## src/rtl/fft_pkg.sv

```systemverilog
// Shared scheduler types and constants: state encoding, frame geometry and err bit positions.
package fft_pkg;
  localparam int FFT_N     = 256;
  localparam int FFT_IDX_W = 8;

  localparam int ERR_RESTART = 0;
  localparam int ERR_GAP     = 1;
  localparam int ERR_SPUR    = 2;
  localparam int ERR_TMO     = 3;

  typedef enum logic [1:0] {
    IDLE  = 2'd0,
    LOAD  = 2'd1,
    WAIT  = 2'd2,
    DRAIN = 2'd3
  } fft_sched_state_t;
endpackage

```

## src/rtl/fft_sched_cnt.sv

```systemverilog
// Loadable up-counter with terminal-count flag; load wins over increment, wraps at 2**W.
// One-cycle update latency, tc is combinational from the registered count.
module fft_sched_cnt #(
  parameter int W  = 8,
  parameter int TC = 255
) (
  input  logic         clk,
  input  logic         rst_n,
  input  logic         ld,
  input  logic [W-1:0] ld_val,
  input  logic         inc,
  output logic [W-1:0] cnt,
  output logic         tc
);
  logic [W-1:0] cnt_q, cnt_d;

  always_comb begin
    cnt_d = cnt_q;
    if (ld) begin
      cnt_d = ld_val;
    end else if (inc) begin
      cnt_d = cnt_q + W'(1);
    end
  end

  always_ff @(posedge clk or negedge rst_n) begin
    if (!rst_n) begin
      cnt_q <= '0;
    end else begin
      cnt_q <= cnt_d;
    end
  end

  assign cnt = cnt_q;
  assign tc  = (cnt_q == W'(TC));
endmodule

```

## src/rtl/fft_frame_sched.sv

```systemverilog
// Frame scheduler in front of the FFT core: passes only complete gapless frames, tracks drain, flags errors.
// core_* lag accepted beats by one cycle; m_* are combinational; s_ready drops in WAIT/DRAIN; watchdog under FFT_SCHED_WDOG_EN.
module fft_frame_sched
  import fft_pkg::*;
#(
  parameter int N        = FFT_N,
  parameter int IDX_W    = FFT_IDX_W,
  parameter int WDOG_CYC = 64
) (
  input  logic               clk,
  input  logic               rst_n,
  input  logic               s_valid,
  output logic               s_ready,
  input  logic               s_sop,
  input  logic               s_inv,
  input  logic signed [15:0] s_re,
  input  logic signed [15:0] s_im,
  output logic               core_valid,
  output logic               core_sop,
  output logic               core_inv,
  output logic signed [15:0] core_re,
  output logic signed [15:0] core_im,
  input  logic               core_valid_out,
  input  logic               core_sop_out,
  output logic               m_valid,
  output logic               m_sop,
  output logic               m_eop,
  output logic [IDX_W-1:0]   m_idx,
  output logic               busy,
  output logic [3:0]         err,
  output logic [15:0]        frames_done
);
  fft_sched_state_t   state_q, state_d;
  logic               s_ready_q, s_ready_d;
  logic               core_valid_q, core_valid_d;
  logic               core_sop_q, core_sop_d;
  logic               core_inv_q, core_inv_d;
  logic signed [15:0] core_re_q, core_re_d;
  logic signed [15:0] core_im_q, core_im_d;
  logic [3:0]         err_q, err_d;
  logic [15:0]        frames_done_q, frames_done_d;

  logic               acc, fwd;
  logic               cnt_ld, cnt_inc, cnt_tc;
  logic               oidx_ld, oidx_tc, wdog_tc;
  logic [IDX_W-1:0]   oidx, load_cnt_unused;

  assign acc = s_valid && s_ready_q;

  fft_sched_cnt #(.W(IDX_W), .TC(N - 1)) u_cnt (
    .clk(clk), .rst_n(rst_n), .ld(cnt_ld), .ld_val(IDX_W'(1)), .inc(cnt_inc),
    .cnt(load_cnt_unused), .tc(cnt_tc)
  );

  fft_sched_cnt #(.W(IDX_W), .TC(N - 1)) u_oidx (
    .clk(clk), .rst_n(rst_n), .ld(oidx_ld), .ld_val('0), .inc(m_valid),
    .cnt(oidx), .tc(oidx_tc)
  );

`ifdef FFT_SCHED_WDOG_EN
  localparam int WCNT_W = $clog2(WDOG_CYC + 1);
  logic [WCNT_W-1:0] wcnt_unused;

  // Held at zero outside WAIT, so in WAIT it equals the number of cycles already spent there.
  fft_sched_cnt #(.W(WCNT_W), .TC(WDOG_CYC - 1)) u_wcnt (
    .clk(clk), .rst_n(rst_n), .ld(state_q != WAIT), .ld_val('0), .inc(state_q == WAIT),
    .cnt(wcnt_unused), .tc(wdog_tc)
  );
`else
  assign wdog_tc = 1'b0;
`endif

  always_comb begin
    state_d       = state_q;
    err_d         = '0;
    core_inv_d    = core_inv_q;
    frames_done_d = frames_done_q;
    fwd           = 1'b0;
    cnt_ld        = 1'b0;
    cnt_inc       = 1'b0;
    oidx_ld       = 1'b0;

    case (state_q)
      IDLE: begin
        if (acc && s_sop) begin
          core_inv_d = s_inv;
          cnt_ld     = 1'b1;
          fwd        = 1'b1;
          state_d    = LOAD;
        end
      end
      LOAD: begin
        if (!acc) begin
          err_d[ERR_GAP] = 1'b1;
          state_d        = IDLE;
        end else begin
          fwd = 1'b1;
          if (s_sop) begin
            err_d[ERR_RESTART] = 1'b1;
            core_inv_d         = s_inv;
            cnt_ld             = 1'b1;
          end else begin
            cnt_inc = 1'b1;
            if (cnt_tc) begin
              state_d = WAIT;
            end
          end
        end
      end
      WAIT: begin
        if (core_sop_out) begin
          oidx_ld = 1'b1;
          state_d = DRAIN;
        end else if (wdog_tc) begin
          err_d[ERR_TMO] = 1'b1;
          state_d        = IDLE;
        end
      end
      DRAIN: begin
        if (m_valid && oidx_tc) begin
          frames_done_d = frames_done_q + 16'd1;
          state_d       = IDLE;
        end
      end
      default: state_d = IDLE;
    endcase

    // A core sop is legitimate only while awaiting the frame or still at its first output beat.
    if (core_sop_out && (state_q == IDLE || state_q == LOAD ||
                         (state_q == DRAIN && oidx != '0))) begin
      err_d[ERR_SPUR] = 1'b1;
    end

    s_ready_d    = (state_d == IDLE) || (state_d == LOAD);
    core_valid_d = fwd;
    core_sop_d   = fwd && s_sop;
    core_re_d    = fwd ? s_re : core_re_q;
    core_im_d    = fwd ? s_im : core_im_q;
  end

  always_ff @(posedge clk or negedge rst_n) begin
    if (!rst_n) begin
      state_q       <= IDLE;
      s_ready_q     <= 1'b0;
      core_valid_q  <= 1'b0;
      core_sop_q    <= 1'b0;
      core_inv_q    <= 1'b0;
      core_re_q     <= '0;
      core_im_q     <= '0;
      err_q         <= '0;
      frames_done_q <= '0;
    end else begin
      state_q       <= state_d;
      s_ready_q     <= s_ready_d;
      core_valid_q  <= core_valid_d;
      core_sop_q    <= core_sop_d;
      core_inv_q    <= core_inv_d;
      core_re_q     <= core_re_d;
      core_im_q     <= core_im_d;
      err_q         <= err_d;
      frames_done_q <= frames_done_d;
    end
  end

  assign s_ready     = s_ready_q;
  assign core_valid  = core_valid_q;
  assign core_sop    = core_sop_q;
  assign core_inv    = core_inv_q;
  assign core_re     = core_re_q;
  assign core_im     = core_im_q;
  assign err         = err_q;
  assign frames_done = frames_done_q;
  assign busy        = (state_q != IDLE);

  assign m_valid = (state_q == DRAIN) && core_valid_out;
  assign m_idx   = oidx;
  assign m_sop   = m_valid && (oidx == '0);
  assign m_eop   = m_valid && oidx_tc;
endmodule

```

## config.mk

```make
export PLATFORM = sky130hd
export DESIGN_NAME = fft_frame_sched
export DESIGN_NICKNAME = d
export VERILOG_FILES = /design/src/rtl/fft_pkg.sv /design/src/rtl/fft_sched_cnt.sv /design/src/rtl/fft_frame_sched.sv
export SDC_FILE = /design/constraint.sdc
export NUM_CORES = 1
export LEC_CHECK = 0
export ABC_AREA = 0
export BUFFER_PORTS_ARGS = -buffer_cell sky130_fd_sc_hd__buf_2
export CORE_MARGIN = 5
export CORE_UTILIZATION = 50
export DETAILED_ROUTE_END_ITERATION = 8
export GPL_TIMING_DRIVEN = 0
export HOLD_SLACK_MARGIN = 0.05
export PLACE_DENSITY = 0.78
export SLEW_MARGIN = 15
export SYNTH_ARGS = -nofsm -noshare
export SYNTH_HDL_FRONTEND = slang
export SYNTH_SLANG_ARGS = --single-unit
```

## constraint.sdc

```tcl
create_clock -name clk -period 2.2 [get_ports clk]
set_clock_uncertainty 0.2 [all_clocks]
set_input_delay 0.44 -clock clk [delete_from_list [all_inputs] [get_ports clk]]
set_output_delay 0.44 -clock clk [all_outputs]
set_load 0.01 [all_outputs]
```

==> impl_metrics.toml <==
[outcome]
status = "completed"

[floorplanning]
fp.dieH_microns = 89.3
dieArea_sq_um = 7980
fp.coreArea_sq_um = 6240
start_util_pct = 50.4
die_w_microns = 89.3
io_pins = 107
num_rows = 29

[placement]
routabilityCongestion = 0.825
dp_slack_ps = -140
hpwl_microns = 4970
port_buffers = 105

[route]
vias_per_cell = 5.05
final_antenna_net_count = 0
initialDrtViolationCount = 65
drc = 0
drtPass1Iterations = 4
wl_per_cell_microns = 15.1
wl_microns = 7100
dr_total_vias = 2379

[clock_tree]
numCtsBuffers = 9
cts_tree = "yes"
clock_sinks = 73
root_buffer = "clkbuf_8"
clockBufferDepth = 2
clkTransAtPathRegs_ps = 70
worstSkewPairLatency_ps = 340
cts_htree_levels = 3

[final_layout]
nFillCells = 485
diodes = 0
drive_gt1_share_pct = 48.0
final_net_count = 433
area_growth_pct = 34.9

[timing]
holdWs_ps = 93.7
finalCriticalPeriod_ps = 2180
hold_viol = 0
fin_crit_sh_pct = 99.1
timing.fmax_mhz = 459
finalMaxSlewViolations = 0
setup_slack_ps = 20.5
grt_setup_unrepaired = "true"
setup_viol = 0

[global_route]
antenna_found_initial = 0
grt_pass1_wl_microns = 11100
gr-total-overflow = 0
grt_usage_pct = 18.0
grt_pass1_vias = 2285
grt_max_degree = 45

[synth]
syn_area_sq_um = 3150
yosysSeqAreaShare_pct = 58.1
syn_avg_cell_area_sq_um = 12.3
ys_seq_elements = 73
yosys.area.top_type = "dfrtp_1"
synth.top_cell.area_share_pct = 58.1
synthTopCellsByArea = "dfrtp_1 (58%), mux2_2 (11%), xnor2_1 (7.0%), nand2_1 (2.3%), nand3_1 (2.2%)"
synth_cell_type_count = 35
yosys_warnings = 0
synthesis.nets = 299
synth_cells = 256

[worst_setup_path]
r2r-end = "core_im[6]"
cp_data_required_time_ps = 1560
crit_start = "u_oidx.cnt[1]"
r2r_start = "state_q[1]"
critical_path.endpoint = "m_sop"
cp.arrival_ps = 1540
cp-end-kind = "output port"
path_class = "reg2out"
r2r.worst_path.cells = 6
crit_path_max_fanout = 2
critPathLaunchType = "flip-flop"
regToRegSetupSlack_ps = 30

[hold_path]
hp-class = "in2reg"
holdPathStages = 3

[power]
p_leak_nw = 2.11
ir_drop_mv = 0.556
power_density_nw_per_um2 = 817

[run]
drv_cap = 0
## layout by cell type (no fill, tap or decap), types with 7 or more instances in the layout
master and instances:
buf_2 105, dfrtp_1 72, mux2_2 32, xnor2_1 25, nand2_1 19, nor2_1 18
buf_4 17, nand3_1 14, clkbuf_8 9, buf_6 8, and3_1 7, nor3_1 7
nand4_1 7
## metal layers
metal	routed length, microns	vias up	GRT usage, %	share of wire [%]
met4	128	0	8.12	1.8
met5	0	-	0	0
met3	665	12	4.06	9.4
met2	3260	98	28.0	46
met1	3050	1125	24.3	43
li1	-	1144	-	-
## sequential cells by signal, summed over array words and instances (netlist names)
name and cells:
state_q 2, u_cnt.cnt 8, err 3, s_ready 1
core_inv 1, frames_done 16, core_sop 1, core_im 16
core_valid 1, core_re 16, u_oidx.cnt 8
## critical path, cell delays in order (launching register included)
cell     delay (ps)
dfrtp_1         390
buf_6           130
inv_4            50
ha_4            130
nor4b_4         190
nand2_1         100
nor2_1           90
buf_2           140
## power by group
part	internal, mW	total [mW]	switching (mW)
clock network	0.865	1.34	0.479
logic	0.291	0.557	0.266
registers	1.49	1.57	0.0748
## cell usage after synthesis (all sizes together)
library cell  count
a21boi            1
a21oi             3
a32oi             1
and2              1
and3              7
and4              5
buf               9
clkbuf            1
conb              1
dfrtp            73
ha                4
inv               9
mux2             32
nand2            19
nand3            14
nand3b            1
nand4             8
nand4b            2
nor2             18
nor3              7
nor3b             2
nor4              1
nor4b             1
o21ai             3
o221ai            1
o31ai             1
or2               1
or3               2
xnor2            25
xor2              3
## timing repair
action	CTS	global route
gates resized for setup	15	5
setup buffers	10	7
endpoints found under the hold margin	29	0
hold buffers	1	0
pin swaps	2	2
setup endpoints to repair	2	20
## cell families after synthesis
group | after synthesis | synth area share (%)
AND/OR/NAND/NOR | 89 | 14.9
XOR/XNOR | 28 | 7.79
AO/OA/AOI/OAI | 10 | 2.35
adder cells (fa/ha/maj) | 4 | 1.59
multiplexers | 32 | 11.5
buffers and inverters | 19 | 3.78
flip-flops | 73 | 58.1
other | 1 | 0.119
## worst min path at each step
stage / from / to / slack [ps]
6_report: s_inv / core_inv / 90
5_1_grt: s_inv / core_inv / 100
3_5_place_dp: rst_n / core_valid / 200
3_3_place_gp: frames_done[15] / frames_done[15] / 260
2_1_floorplan: rst_n / core_im[0] / -60
4_1_cts: s_inv / core_inv / 80
## per-stage QoR
stage	power, mW	instance area, sq um	utilization (%)	setup TNS, ps	cells
2_1_floorplan	1.88	3150	-	0	256
3_3_place_gp	2.12	3770	60.4	-819	438
3_5_place_dp	2.15	3790	60.7	-1360	439
4_1_cts	3.50	4180	66.9	0	464
5_1_grt	3.62	4240	68.0	-556	471
6_report	3.47	4240	68.0	0	471
## final cells by class
cell class              instances  area (sq um)  area share [%]
flip-flops and latches         73          1830            43.1
repair buffers                124           693            16.3
well taps                      77          96.3            2.27
inverters                       9          41.3           0.973
multi-input cells             164          1240            29.3
plain buffers                   9          83.8            1.98
clock buffers                  10           128            3.01
clock inverters                 5           129            3.04
Note: power is estimated with default switching activity, not from simulation.
